`src/rtl/tx_scheduler_pkg.sv`:
```
// tx_sched_pkg: shared state encoding, word geometry and byte selection for tx_scheduler
package tx_sched_pkg;
    typedef enum logic [0:0] {ST_IDLE = 1'b0, ST_SEND = 1'b1} state_e;
    localparam logic [0:0] IDLE = ST_IDLE;
    localparam logic [0:0] SEND = ST_SEND;
    localparam int BYTES_PER_WORD = 4;
    localparam int LEN_W = 2;
    function automatic logic [7:0] byte_sel(input logic [31:0] word, input logic [LEN_W-1:0] idx);
        return 8'(word >> {idx, 3'b000});
    endfunction
endpackage

```
`src/rtl/tx_scheduler_if.sv`:
```
// tx_scheduler_if: producer request bus and UART byte handshake
interface tx_scheduler_if #(parameter int NREQ = 2);
    logic [NREQ-1:0]    req_valid;
    logic [NREQ*32-1:0] req_data;
    logic [NREQ*2-1:0]  req_len;
    logic [NREQ-1:0]    req_ready;
    logic [7:0]         tx_data;
    logic               tx_valid;
    logic               tx_ready;
    modport master (output req_valid, req_data, req_len, tx_ready, input req_ready, tx_data, tx_valid);
    modport slave (input req_valid, req_data, req_len, tx_ready, output req_ready, tx_data, tx_valid);
endinterface

```
`src/rtl/tx_scheduler_rr_arbiter.sv`:
```
// rr_arbiter: one-hot round-robin grant, searching upward from the requester after last
module rr_arbiter #(parameter int NREQ = 2) (
    input  logic [NREQ-1:0] req,
    input  logic [2:0]      last,
    input  logic            en,
    output logic [NREQ-1:0] grant
);
    localparam int IW = $clog2(NREQ);
    logic [IW-1:0] pos;
    always_comb begin
        grant = '0;
        pos = '0;
        for (int k = NREQ; k >= 1; k--) begin
            pos = IW'((int'(last) + k) % NREQ);
            if (en && req[pos]) begin
                grant = '0;
                grant[pos] = 1'b1;
            end
        end
    end
endmodule

```
`src/rtl/tx_scheduler.sv`:
```
// tx_scheduler: round-robin word arbiter streaming the granted word MSB-first as bytes
module tx_scheduler
    import tx_sched_pkg::*;
#(
    parameter int NREQ  = 2,
    parameter int CNT_W = 16
) (
    input  logic             CLK,
    input  logic             reset,
    tx_scheduler_if.slave    bus,
    output logic             busy,
    output logic [2:0]       grant_id,
    output logic [CNT_W-1:0] sent_words
);
    logic [0:0]       state;
    logic [2:0]       last;
    logic [31:0]      word;
    logic [LEN_W-1:0] idx;
    logic [NREQ-1:0]  grant;
    logic [2:0]       win;
    logic [31:0]      win_data;
    logic [LEN_W-1:0] win_len;
    rr_arbiter #(.NREQ(NREQ)) u_arb (
        .req   (bus.req_valid),
        .last  (last),
        .en    ((state == IDLE) && reset),
        .grant (grant)
    );
    always_comb begin
        win = '0;
        win_data = '0;
        win_len = '0;
        for (int i = 0; i < NREQ; i++)
            if (grant[i]) begin
                win = 3'(i);
                win_data = bus.req_data[32*i +: 32];
                win_len = bus.req_len[2*i +: 2];
            end
    end
    assign bus.req_ready = grant;
    assign bus.tx_valid  = (state == SEND);
    assign bus.tx_data   = (state == SEND) ? byte_sel(word, idx) : 8'h00;
    assign busy          = (state == SEND);
    always_ff @(posedge CLK) begin
        if (!reset) begin
            state      <= IDLE;
            last       <= 3'(NREQ - 1);
            word       <= '0;
            idx        <= '0;
            grant_id   <= '0;
            sent_words <= '0;
        end else if (state == IDLE) begin
            if (|grant) begin
                word     <= win_data;
                idx      <= win_len;
                last     <= win;
                grant_id <= win;
                state    <= SEND;
            end
        end else if (bus.tx_ready) begin
            if (idx != '0) idx <= idx - 1'b1;
            else begin
                sent_words <= sent_words + 1'b1;
                state      <= IDLE;
            end
        end
    end
endmodule
```
`src/flat_wrapper.sv`:
```
// flat-port wrapper written by rule: the top's interface ports become plain ports
module tx_scheduler_flat import tx_sched_pkg::*;
#(
    parameter int NREQ  = 2,
    parameter int CNT_W = 16
)
  (CLK, reset, busy, grant_id, sent_words, bus_req_valid, bus_req_data, bus_req_len, bus_tx_ready, bus_req_ready, bus_tx_data, bus_tx_valid);
  tx_scheduler_if #(.NREQ(NREQ)) bus_i ();
  input  logic CLK;
  input  logic reset;
  output logic busy;
  output logic [2:0] grant_id;
  output logic [CNT_W-1:0] sent_words;
  input wire logic [$bits(bus_i.req_valid)-1:0] bus_req_valid;
  input wire logic [$bits(bus_i.req_data)-1:0] bus_req_data;
  input wire logic [$bits(bus_i.req_len)-1:0] bus_req_len;
  input wire logic [$bits(bus_i.tx_ready)-1:0] bus_tx_ready;
  output wire logic [$bits(bus_i.req_ready)-1:0] bus_req_ready;
  output wire logic [$bits(bus_i.tx_data)-1:0] bus_tx_data;
  output wire logic [$bits(bus_i.tx_valid)-1:0] bus_tx_valid;
  assign bus_i.req_valid = bus_req_valid;
  assign bus_i.req_data = bus_req_data;
  assign bus_i.req_len = bus_req_len;
  assign bus_i.tx_ready = bus_tx_ready;
  assign bus_req_ready = bus_i.req_ready;
  assign bus_tx_data = bus_i.tx_data;
  assign bus_tx_valid = bus_i.tx_valid;
  tx_scheduler #(.NREQ(NREQ), .CNT_W(CNT_W)) u_core (.CLK(CLK), .reset(reset), .bus(bus_i), .busy(busy), .grant_id(grant_id), .sent_words(sent_words));
endmodule
```
`config.mk`:
```
export PLATFORM = sky130hd
export DESIGN_NAME = tx_scheduler_flat
export DESIGN_NICKNAME = d
export VERILOG_FILES = /design/src/rtl/tx_scheduler_pkg.sv /design/src/rtl/tx_scheduler_if.sv /design/src/rtl/tx_scheduler_rr_arbiter.sv /design/src/rtl/tx_scheduler.sv /design/src/flat_wrapper.sv
export SDC_FILE = /design/constraint.sdc
export NUM_CORES = 1
export LEC_CHECK = 0
export BUFFER_PORTS_ARGS = -buffer_cell sky130_fd_sc_hd__buf_2
export CAP_MARGIN = 20
export CORE_MARGIN = 8
export CORE_UTILIZATION = 48
export CTS_CLUSTER_DIAMETER = 80
export DETAILED_ROUTE_END_ITERATION = 6
export PLACE_DENSITY = 0.81
export SYNTH_ARGS = -nofsm -noshare
export SYNTH_HDL_FRONTEND = slang
export SYNTH_HIERARCHICAL = 1
export SYNTH_SLANG_ARGS = --single-unit
```
`constraint.sdc`:
```
create_clock -name CLK -period 2.73 [get_ports CLK]
set_clock_uncertainty 0.15 [all_clocks]
set_input_delay 0.273 -clock CLK [delete_from_list [all_inputs] [get_ports CLK]]
set_output_delay 0.273 -clock CLK [all_outputs]
set_load 0.02 [all_outputs]
```
* Word-level counts from Yosys, hierarchy flattened
Index checks and enable logic that the tools add are counted. Widths: inputs -> output; s select.
Word-level totals: output and inout port bits 31, bits of input ports 73, bits in registers 53, word-level logic and storage cells 54
Operators by class: shift-type cells 1, bitwise logic cells 2, $add $sub $neg 4, eq/ne operators 2, order comparisons 4, mux-type cells 24, reductions and logical operators 11
Operator list (count):
- $mux 32 | 2
- $shr 32x5->8 | 1
- $add 16x1->16 const B | 1
- $mux 2 | 8
- $mux 1 | 11
- $mux 8 | 1
- $reduce_and 3->1 | 2
- $logic_and 1x1->1 | 5
- $lt 1x2->1 const B | 2
- $ne 2x2->1 const B | 2
- $reduce_bool 2->1 | 2
- $add 1x1->1 const B | 2
- $demux 1 s1 | 2
- $ge 1x1->1 const B | 2
- $not 1->1 | 2
- $reduce_and 2->1 | 1
- $reduce_or 2->1 | 1
- $sub 2x1->2 const B | 1

* Depth between registers and ports, before layout
Gate-level depths: netlist (run 1).
word-level depth 11, mapped depth 10, mapped depth without buffers 8

* Cells and area by module
Netlist (run 1), hierarchy kept.
By module, submodules not included:
- tx_scheduler | cells each 288, area each 2548.7 sq um, times used 1, seq. area each 1061.0 sq um
- rr_arbiter | cells each 5, area each 21.3 sq um, times used 1, seq. area each 0.0 sq um

* Worst setup path before layout (run 1)
No wires, ideal clock.
kind reg-to-reg, start reg u_core.state (netlist: u_core/bus.tx_valid), end reg u_core.word[10], arrival time 2.349 ns, stages on the path, launching flop included 11, path slack 0.162 ns, period minus slack after synthesis 2.568 ns, setup time 0.070 ns, buffers on the path 3, data required time 2.510 ns, cells stage by stage dfxtp_1 > buf_6 > clkbuf_1 > nor2_1 > nand2_1 > a21oi_1 > inv_1 > nand2_1 > clkbuf_1 > o22ai_1 > a21oi_1
On the way: longest elaborated chain between the ends 7, elaborated cells on any way between the ends 10, classes of those cells mux (4); bitwise (1); reduce/logical (5)
RTL lines:
- start, declared | RTL line tx_scheduler.sv:15 | logic [0:0] state;
- start signal, assigned | RTL line tx_scheduler.sv:46 | state <= IDLE;
- start signal, assigned | RTL line tx_scheduler.sv:58 | state <= SEND;
- start signal, assigned | RTL line tx_scheduler.sv:64 | state <= IDLE;
- $not 1->1 (no source line) (*)
- $logic_and 1x1->1 (*) | RTL line tx_scheduler.sv:26 | .en ((state == IDLE) && reset),
- $logic_and 1x1->1 | RTL line tx_scheduler_rr_arbiter.sv:15 | if (en && req[pos]) begin
- $mux 2 | RTL line tx_scheduler_rr_arbiter.sv:15
- $mux 2 (*) | RTL line tx_scheduler_rr_arbiter.sv:15
- net bus_req_ready[1] | RTL line flat_wrapper.sv:18 | output wire logic [$bits(bus_i.req_ready)-1:0] bus_req_ready;
- $reduce_or 2->1 | RTL line tx_scheduler.sv:53 | if (|grant) begin
- $reduce_and 2->1 (no source line)
- end signal, assigned | RTL line tx_scheduler.sv:54 | word <= win_data;
- end, declared | RTL line tx_scheduler.sv:17 | logic [31:0] word;
Mark *: on every way through the listed nets, which the timed path passes. The rest lies on a longest branch. A chain may end at the register's enable or synchronous reset.

* Final worst setup path (run 1)
start reg u_core.state (netlist: u_core/bus.tx_valid), end reg u_core.word[0]
On the way: longest elaborated chain between the ends 7, elaborated cells on any way between the ends 10, classes of those cells mux (4); bitwise (1); reduce/logical (5)
RTL lines (RTL line):
- $not 1->1 (no source line) (*)
- $logic_and 1x1->1 | tx_scheduler.sv:26
- $logic_and 1x1->1 | tx_scheduler_rr_arbiter.sv:15
- $mux 2 (2 in series) | tx_scheduler_rr_arbiter.sv:15
- $mux 32 / $reduce_or 2->1 (equally long branches) | tx_scheduler.sv:34, tx_scheduler.sv:53
- $mux 32 / $reduce_and 2->1 (equally long branches)
Mark *: on every way between the ends. The rest lies on a longest branch, timed or not.

==> reports/metrics.csv, run 1 <==
metric,value,unit
synth.distinct_cells,36,
postCtsHoldBufs,0,
yosysWarnings,6,
grt_pass1_wl,12300,um
via_count,2645,
max_slew_margin,53.4,%
syn_avg_cell_area,8.77,um^2
critPathArrivalTime,2320,ps
slew_viol_final,0,
io_pins,104,
synth_ff_type,dfxtp_1,
cts-root-buf,clkbuf_8,
max_cap_viol_count,0,
timing.final.ws_setup,482,ps
ys_top_cells_by_count,"dfxtp_1, a21oi_1, o22ai_1",
syn_area,0.00257,mm^2
cp.required,2800,ps
seq_area_frac_synth,41.3,%
start_util,50.0,%
min_from,bus_req_data[13],
wirelength,7620,um
place_congestion,0.828,
fin_total_pwr,1.68,mW
yosysMostFrequentCell,dfxtp_1,
finalCriticalPeriod,2250,ps
grt_usage,19.4,%
cp_slowest_stage_delay,580,ps
drc,0,
cp-end-kind,flop,
pwr_density_cell,526,mW/mm^2
fin_crit_sh,82.3,%
ctsLongestPathBuffers,2,
avgRoutedWirePerCell,16.7,um
postCtsSetupBuffers,0,
synth_area_leaders,"dfxtp_1, a21oi_1, o22ai_1",
rsz0062_at_grt,no,
worst_hold_path_type,primary input to flop,
critPathKind,flop to flop,
numCtsBuffers,5,
crit_chain,clkinv_1 -> nand2_1 -> o221ai_1 -> a21oi_1,
hold_viol,0,
peakVddDrop,0.287,mV
antenna_cells,0,
path_max_fanout,14,
fp.coreArea,0.00514,mm^2
n_fill_cell,480,
die_area,0.00795,mm^2
dp_slack,549,ps
worstMarginPinSlew,697,ps
r2r-end,u_core/word[0],
outcome,completed,
clkTransAtPathRegs,100,ps
fin_area,0.00319,mm^2
grt_pass1_vias,2639,
numPlacedInstances,447,
path_delay_family,flip-flops,
rr_worst_depth,4,
startpoint_type,flop,
cts.sinks,53,
synthArstFlopShare,0,%
yosys.area.top_type_share,41.3,%
io_buffers,101,
synth_area_leader_cell,dfxtp_1,
htree_levels,2,
viasPerCell,5.81,
postPlaceCellArea,0.00311,mm^2
final_cells,455,
synthCells,293,
slowest_stage,dfxtp_1,
first_iter_violations,186,
overflow,0,
min_delay_path_depth,3,
critical_path_buf_inv_count,1,
layout.nets,459,
antenna_left,0,
finalSetupViolCount,0,
whs_endpoint,u_core/word[13],
worstReg2RegStart,u_core/bus.tx_valid,
num_rows,26,
synth-edff-count,0,
cts_tree,built,
die_w,89.2,um
reg2reg_slack,480,ps
post_cts_resized,0,
ys_seq_elements,53,
grt_max_degree,39,
final_util,62.1,%
dp_hpwl,5560,um
antenna_found_initial,0,
clk_latency,300,ps
drt_first_pass_iters,5,
syn_to_final_growth,24.2,%
fmax,445,MHz
whs,99.0,ps
setup_tns,0,ps
die_h,89.2,um
p_leak,1.36,nW
drive_gt1_share,33.2,%
-- worst reg2reg max path: stages, from the launching register on --
cell and delay, ps:
dfxtp_1 580, clkinv_1 470, nand2_1 530, o221ai_1 210, a21oi_1 230
-- cell families (layout without fill, tap and decap cells) --
group                      Yosys count  after routing  synth area share [%]
AOI/OAI and AO/OA                  116            116                  26.7
xor gates and xnor gates             8              8                  2.73
adders and majority gates            2              2                 0.974
buffers and inverters               35            126                  6.28
DFF                                 53             53                  41.3
muxes                               10             10                  7.79
other                                1              2                 0.146
and+or+nand+nor                     68             68                  14.1
-- flip-flops by register name (all words and copies together) (netlist names) --
name / cells
u_core/grant_id: 1
u_core/bus.tx_valid: 1
u_core/last: 1
u_core/word: 32
u_core/sent_words: 16
u_core/idx: 2
-- where the power goes --
group	internal (mW)	switching, mW	leakage, nW
clock network	0.178	0.257	0.0439
logic	0.166	0.195	0.880
registers	0.837	0.0477	0.434
total	1.18	0.500	1.36
-- metal layers --
metal  vias up  GRT usage, %  part of all wire (%)
met1      1220          24.4                    41
met3        18          5.88                    10
li1       1279             -                     -
met4         0          6.04                   1.7
met2       128          31.1                    47
met5         -             0                     0
-- layout make-up --
cell class / instances / area (um^2) / area share (%)
inverters: 7 / 26.3 / 0.823
repair buffers: 111 / 581 / 18.2
multi-input cells: 206 / 1350 / 42.3
well taps: 70 / 87.6 / 2.74
flip-flops and latches: 53 / 1060 / 33.2
clock inverters: 3 / 17.5 / 0.549
clock buffers: 5 / 68.8 / 2.16
-- layout by cell type, fill, tap and decap left out, types with 2 or more instances in the layout --
cell type,synthesis,final
buf_2,3,101
dfxtp_1,53,53
a21oi_1,42,42
o22ai_1,32,32
o21ai_0,23,23
nor2_1,15,15
nand2_1,14,14
o221ai_1,11,11
buf_4,3,10
mux4_2,8,8
and2_1,8,8
nand3_1,8,8
clkbuf_8,0,5
inv_1,5,5
o31ai_1,5,5
xor2_1,5,5
nor3_1,4,4
or4_1,4,4
and4_1,3,3
nand4_1,3,3
xnor2_1,3,3
clkinv_2,0,2
clkinv_1,2,2
nand2b_1,2,2
mux2i_1,2,2
or3_1,2,2
ha_1,2,2
conb_1,1,2
-- how the worst max path moves through the flow --
stage / to / slack [ps] / from / cells after the start
CTS: u_core/word[0] / 530 / u_core/bus.tx_valid / 4
floorplan: u_core/word[10] / 160 / u_core/bus.tx_valid / 10
finish: u_core/word[0] / 480 / u_core/bus.tx_valid / 4
detailed placement: u_core/word[0] / 550 / u_core/bus.tx_valid / 4
global placement: u_core/word[19] / 650 / u_core/bus.tx_valid / 7
global route: u_core/word[0] / 270 / u_core/bus.tx_valid / 4
Power figures use the tool's default switching activity.
==> run 2: changes to the inputs <==
--- a/config.mk
+++ b/config.mk
@@ -5,13 +5,14 @@
 export SDC_FILE = /design/constraint.sdc
 export NUM_CORES = 1
 export LEC_CHECK = 0
+export ABC_AREA = 1
 export BUFFER_PORTS_ARGS = -buffer_cell sky130_fd_sc_hd__buf_2
 export CAP_MARGIN = 20
 export CORE_MARGIN = 8
-export CORE_UTILIZATION = 48
+export CORE_UTILIZATION = 45
 export CTS_CLUSTER_DIAMETER = 80
 export DETAILED_ROUTE_END_ITERATION = 6
-export PLACE_DENSITY = 0.81
+export PLACE_DENSITY = 0.79
 export SYNTH_ARGS = -nofsm -noshare
 export SYNTH_HDL_FRONTEND = slang
 export SYNTH_HIERARCHICAL = 1
==> constraint.sdc (replaced) <==
create_clock -name CLK -period 2.05 [get_ports CLK]
set_clock_uncertainty 0.15 [all_clocks]
set_input_delay 0.205 -clock CLK [delete_from_list [all_inputs] [get_ports CLK]]
set_output_delay 0.205 -clock CLK [all_outputs]
set_load 0.02 [all_outputs]
==> reports/metrics.csv, run 2 <==
metric,value,unit,change
yosysWarnings,6,,unchanged
synth_ff_type,dfxtp_1,,
synth_top_family_by_area,simple AND/OR/NAND/NOR gates,,
clkTransAtPathRegs,90,ps,about the same
synth_compound_area_share,17.2,%,-9.5 points
peakVddDrop,0.336,mV,+17%
io_pins,104,,unchanged
setup_tns,0,ps,unchanged
slowest_stage,dfxtp_1,,
fin_crit_sh,94.1,%,
n_fill_cell,591,,+23%
dp_hpwl,6490,um,+17%
critPathArrivalTime,1570,ps,-750 ps
grt_pass1_vias,3123,,+18%
crit_top_cell,buf_4,,
fp.coreArea,0.00620,mm^2,+21%
regMostFlops,u_core/word,,
postCtsHoldBufs,0,,unchanged
cts_tree,built,,
finalSetupViolCount,0,,unchanged
cp_slowest_stage_delay,320,ps,-260 ps
fin_total_pwr,2.25,mW,+34%
synth_area_leaders,"dfxtp_1, nand3_1, nand2_1",,
final_common_cell,buf_2,,
avgRoutedWirePerCell,14.5,um,-13%
finalCriticalPeriod,1930,ps,
drc,0,,unchanged
cts.sinks,53,,unchanged
io_buffers,101,,unchanged
crit_chain,buf_4 -> inv_4 -> buf_4 -> a21oi_1 -> buf_2,,
yosys.area.top_type_share,37.7,%,-3.6 points
syn_area,0.00282,mm^2,+9.5%
synth_area_leader_cell,dfxtp_1,,
rsz0062_at_grt,no,,
slew_viol_final,0,,unchanged
synthAdderAreaFrac,0.889,%,-0.085 points
clk_latency,290,ps,about the same
viasPerCell,5.38,,-7.4%
startpoint_type,flop,,
synth-edff-count,0,,unchanged
antenna_cells,0,,unchanged
path_max_fanout,28,,+14
die_w,95.1,um,+6.6%
htree_levels,2,,unchanged
via_count,3171,,+20%
grt_max_degree,38,,-2.6%
yosysMostFrequentCell,nand2_1,,
synth.distinct_cells,29,,-19%
drt_first_pass_iters,4,,-1
synthCells,421,,+44%
die_area,0.00904,mm^2,+14%
antenna_left,0,,unchanged
numCtsBuffers,5,,unchanged
cts-root-buf,clkbuf_8,,
antenna_found_initial,0,,unchanged
whs,28.4,ps,-70.6 ps
worst_hold_path_type,primary input to flop,,
critPathKind,flop to output port,,
cp.required,1690,ps,-1110 ps
start_util,45.4,%,-4.6 points
first_iter_violations,190,,+2.2%
synthArstFlopShare,0,%,unchanged
pwr_density_cell,651,mW/mm^2,+24%
syn_to_final_growth,22.6,%,
muxShareOfSynthArea,0,%,-7.8 points
cp-end-kind,output port,,
synth-simple-area-share,34.9,%,+21 points
seq_area_frac_synth,37.7,%,-3.6 points
grt_usage,19.0,%,-0.44 points
die_h,95.1,um,+6.6%
grt_pass1_wl,14100,um,+14%
hold_viol,0,,unchanged
postCtsSetupBuffers,0,,unchanged
fmax,518,MHz,
largestRegisters,"u_core/word (32), u_core/sent_words (16), u_core/idx (2)",,
drive_gt1_share,26.2,%,-7.1 points
max_cap_viol_count,0,,unchanged
ctsLongestPathBuffers,2,,unchanged
ys_top_cells_by_count,"nand2_1, nand3_1, nor2_1",,
p_leak,1.39,nW,+2.3%
max_slew_margin,64.0,%,+11 points
final_cells,589,,+29%
syn_avg_cell_area,6.69,um^2,-24%
num_rows,29,,+12%
largest_reg_flops,32,,unchanged
numPlacedInstances,582,,+30%
synth_xor_area_share,0,%,-2.7 points
wirelength,8540,um,+12%
outcome,completed,,
place_congestion,0.868,,+4.8%
final_cell_mix,"buf_2, nand2_1, nand3_1",,
ys_seq_elements,53,,unchanged
overflow,0,,unchanged
worstMarginPinSlew,539,ps,-157 ps
layout.nets,587,,+28%
[run 2: cell count changes after synthesis, sizes merged, moves of 11 or more]
cell and change:
o221ai -11, nand3 +65, a21oi -17, a31oi +32, buf +15, o22ai -32
nor2 +50, inv +17, clkbuf -13, nand2 +69
[run 2: area by class of cell]
type | instances | area (um^2) | area share, %
sequential | 53 | 1060 | 30.8
inverter | 23 | 90.1 | 2.61
multi-input combinational | 316 | 1510 | 43.9
timing repair buffer | 113 | 603 | 17.5
clock buffer | 7 | 86.3 | 2.50
tap | 77 | 96.3 | 2.79
[run 2: cells by family (layout without fill, tap and decap cells)]
group                      Yosys count  count (layout)
AOI/OAI and AO/OA                   85              85
adders and majority gates            2               2
buffers and inverters               53             143
DFF                                 53              53
other                                1               2
and+or+nand+nor                    227             227
[run 2: repair_timing]
action	CTS	global route
pin swaps	0	0
endpoints found under the setup margin	7	10
gates resized for setup	1	3
[run 2: worst paths after layout]
path	startpoint	endpoint	slack, ps	cells after the start
worst max-delay path	u_core/bus.tx_valid	bus_tx_data[5]	120	5
worst min-delay path	bus_req_data[48]	u_core/word[16]	30	3
worst max register to register	u_core/bus.tx_valid	u_core/word[7]	170	7
worst min register to register	u_core/grant_id[0]	u_core/grant_id[0]	340	2
[run 2: stage by stage]
stage | area (um^2) | utilization, % | worst slack (ps)
2_1_floorplan | 2830 | - | 57.3
3_3_place_gp | 3360 | 54.1 | 201
3_5_place_dp | 3360 | 54.1 | 156
4_1_cts | 3440 | 55.5 | 49.3
5_1_grt | 3450 | 55.6 | 3.07
6_report | 3450 | 55.6 | 121
[run 2: metal layers]
metal	wire [um]	track usage (%)	share of wire [%]
met1	3530	23.2	41
met2	4280	31.7	50
met3	598	4.57	7.0
met4	139	6.89	1.6
met5	0	0	0
[run 2: power by group]
part,switching (mW),internal [mW]
combinational,0.339,0.192
sequential,0.0399,1.08
clock,0.324,0.269
total,0.703,1.55
[run 2: worst max-delay path, delay by kind of cell (launching register included)]
kind	cells	cell delay, ps
flops	1	320
compound gates	1	80
buf+inv	4	870
==> run 3: changes to the inputs <==
--- a/config.mk
+++ b/config.mk
@@ -8,11 +8,13 @@
 export ABC_AREA = 1
 export BUFFER_PORTS_ARGS = -buffer_cell sky130_fd_sc_hd__buf_2
 export CAP_MARGIN = 20
+export CORE_ASPECT_RATIO = 1.5
 export CORE_MARGIN = 8
 export CORE_UTILIZATION = 45
 export CTS_CLUSTER_DIAMETER = 80
 export DETAILED_ROUTE_END_ITERATION = 6
 export PLACE_DENSITY = 0.79
+export SETUP_SLACK_MARGIN = 0.2
 export SYNTH_ARGS = -nofsm -noshare
 export SYNTH_HDL_FRONTEND = slang
 export SYNTH_HIERARCHICAL = 1
==> reports/metrics.csv, run 3 (synthesized netlist as in run 2, its figures left out) <==
metric,value,unit,change
fin_crit_sh,88.4,%,-5.7 points
final_common_cell,buf_2,,
min_delay_path_depth,3,,unchanged
numCtsBuffers,5,,unchanged
largestRegisters,"u_core/word (32), u_core/sent_words (16), u_core/idx (2)",,
worst_hold_path_type,primary input to flop,,
largest_reg_flops,32,,unchanged
die_w,80.6,um,-15%
via_count,3269,,+3.1%
ctsLongestPathBuffers,2,,unchanged
fp.coreArea,0.00609,mm^2,-1.9%
hold_viol,0,,unchanged
clkTransAtPathRegs,90,ps,about the same
io_pins,104,,unchanged
die_h,113,um,+19%
startpoint_type,flop,,
worstReg2RegStart,u_core/idx[1],,
dp_hpwl,6620,um,+2.0%
whs,21.4,ps,-7.01 ps
grt_pass1_wl,14500,um,+3.1%
slew_viol_final,0,,unchanged
antenna_found_initial,0,,unchanged
htree_levels,2,,unchanged
antenna_left,0,,unchanged
critPathArrivalTime,1460,ps,-110 ps
grt_max_degree,38,,unchanged
seq_area,0.00107,mm^2,+0.71%
io_buffers,101,,unchanged
final_cells,594,,+0.85%
grt_pass1_vias,3236,,+3.6%
final_cell_mix,"buf_2, nand2_1, nand3_1",,
num_rows,35,,+21%
r2r-end,u_core/sent_words[8],,
cts-root-buf,clkbuf_8,,
reg2reg_slack,260,ps,+90 ps
max_cap_viol_count,0,,unchanged
path_max_fanout,8,,-71%
numPlacedInstances,577,,-0.86%
cts_tree,built,,
viasPerCell,5.50,,+2.2%
antenna_cells,0,,unchanged
fmax,552,MHz,+6.4%
finalSetupViolCount,0,,unchanged
min_from,bus_req_data[58],,
layout.nets,594,,+1.2%
postPlaceCellArea,0.00336,mm^2,+0.22%
cp_slowest_stage_delay,420,ps,+100 ps
whs_endpoint,u_core/word[26],,
multi_input_area,0.00155,mm^2,+2.4%
critPathKind,flop to output port,,
wirelength,9180,um,+7.5%
cp.required,1690,ps,about the same
cts.sinks,53,,unchanged
drc,0,,unchanged
rsz0062_at_grt,yes,,
first_iter_violations,177,,-6.8%
peakVddDrop,0.450,mV,+34%
setup_tns,0,ps,unchanged
avgRoutedWirePerCell,15.5,um,+6.6%
outcome,completed,,
clk_latency,310,ps,+20 ps
pwr_density_cell,697,mW/mm^2,+7.0%
cp-end-kind,output port,,
grt_usage,19.6,%,+0.58 points
regMostFlops,u_core/word,,
n_fill_cell,537,,-9.1%
syn_to_final_growth,31.4,%,
overflow,0,,unchanged
die_area,0.00910,mm^2,+0.58%
drive_gt1_share,28.8,%,+2.7 points
start_util,46.2,%,+0.88 points
crit_chain,inv_2 -> buf_2 -> o21ai_0 -> a21oi_2 -> buf_4,,
drt_first_pass_iters,4,,unchanged
place_congestion,0.870,,+0.28%
p_leak,1.50,nW,+7.8%
fin_area,0.00370,mm^2,+7.1%
rr_worst_depth,8,,+1
slowest_stage,dfxtp_4,,
finalCriticalPeriod,1810,ps,-117 ps
==> run 3: cell count changes in the layout (fill, tap and decap cells not counted), moves of 5 or more <==
cell     before  now
o21ai_1       0    6
buf_2       101   96
buf_4        10   16
o21ai_0      24   18
==> run 3: stage by stage <==
stage / setup slack (ps) / util (%) / power (mW)
4_1_cts: 200 / 58.8 / 2.53
2_1_floorplan: 199 / - / 1.51
6_report: 237 / 60.8 / 2.58
3_3_place_gp: 164 / 55.3 / 1.66
3_5_place_dp: 137 / 55.3 / 1.67
5_1_grt: 133 / 60.8 / 2.69
==> run 3: final cells by class <==
cell class,count,area share (%)
Multi-Input combinational cell,316,41.9
Sequential cell,53,28.9
Tap cell,74,2.50
Clock buffer,5,1.86
Clock inverter,3,1.76
Timing Repair Buffer,120,20.3
Inverter,23,2.74
==> run 3: worst max path at each step <==
stage	startpoint	to	slack, ps	cells past startpoint
floorplan	u_core/bus.tx_valid	u_core/word[1]	200	10
global placement	u_core/idx[1]	u_core/sent_words[11]	160	10
detailed placement	u_core/idx[1]	u_core/sent_words[11]	140	10
CTS	u_core/idx[0]	bus_tx_data[5]	200	6
global route	u_core/idx[1]	u_core/sent_words[7]	130	7
finish	u_core/idx[0]	bus_tx_data[1]	240	5
==> run 3: layer usage <==
metal	vias up	part of all wire, %	GRT usage (%)	wire (um)
li1	1612	-	-	-
met1	1477	38	21.4	3500
met2	162	51	34.2	4660
met3	18	9.2	5.63	844
met4	0	1.9	6.83	175
met5	-	0	0	0
==> run 3: what timing repair did <==
item | 4_1_cts | 5_1_grt
gates cloned | 1 | 2
hold buffers | 0 | 0
pin swaps | 1 | 4
buffers inserted | 2 | 4
resized for setup | 12 | 26
setup endpoints to repair | 44 | 38
==> run 3: worst max-delay path: cells and delay by family, from the launching register on <==
kind | cells | cell delay (ps)
flops | 1 | 420
compound gates | 2 | 340
buf+inv | 3 | 410
==> run 3: report_power, final <==
group / leakage, nW / internal (mW) / total, mW / switching (mW)
Sequential: 0.432 / 1.09 / 1.13 / 0.0491
Combinational: 0.998 / 0.247 / 0.609 / 0.362
Clock: 0.0681 / 0.485 / 0.833 / 0.348
Total: 1.50 / 1.82 / 2.58 / 0.759
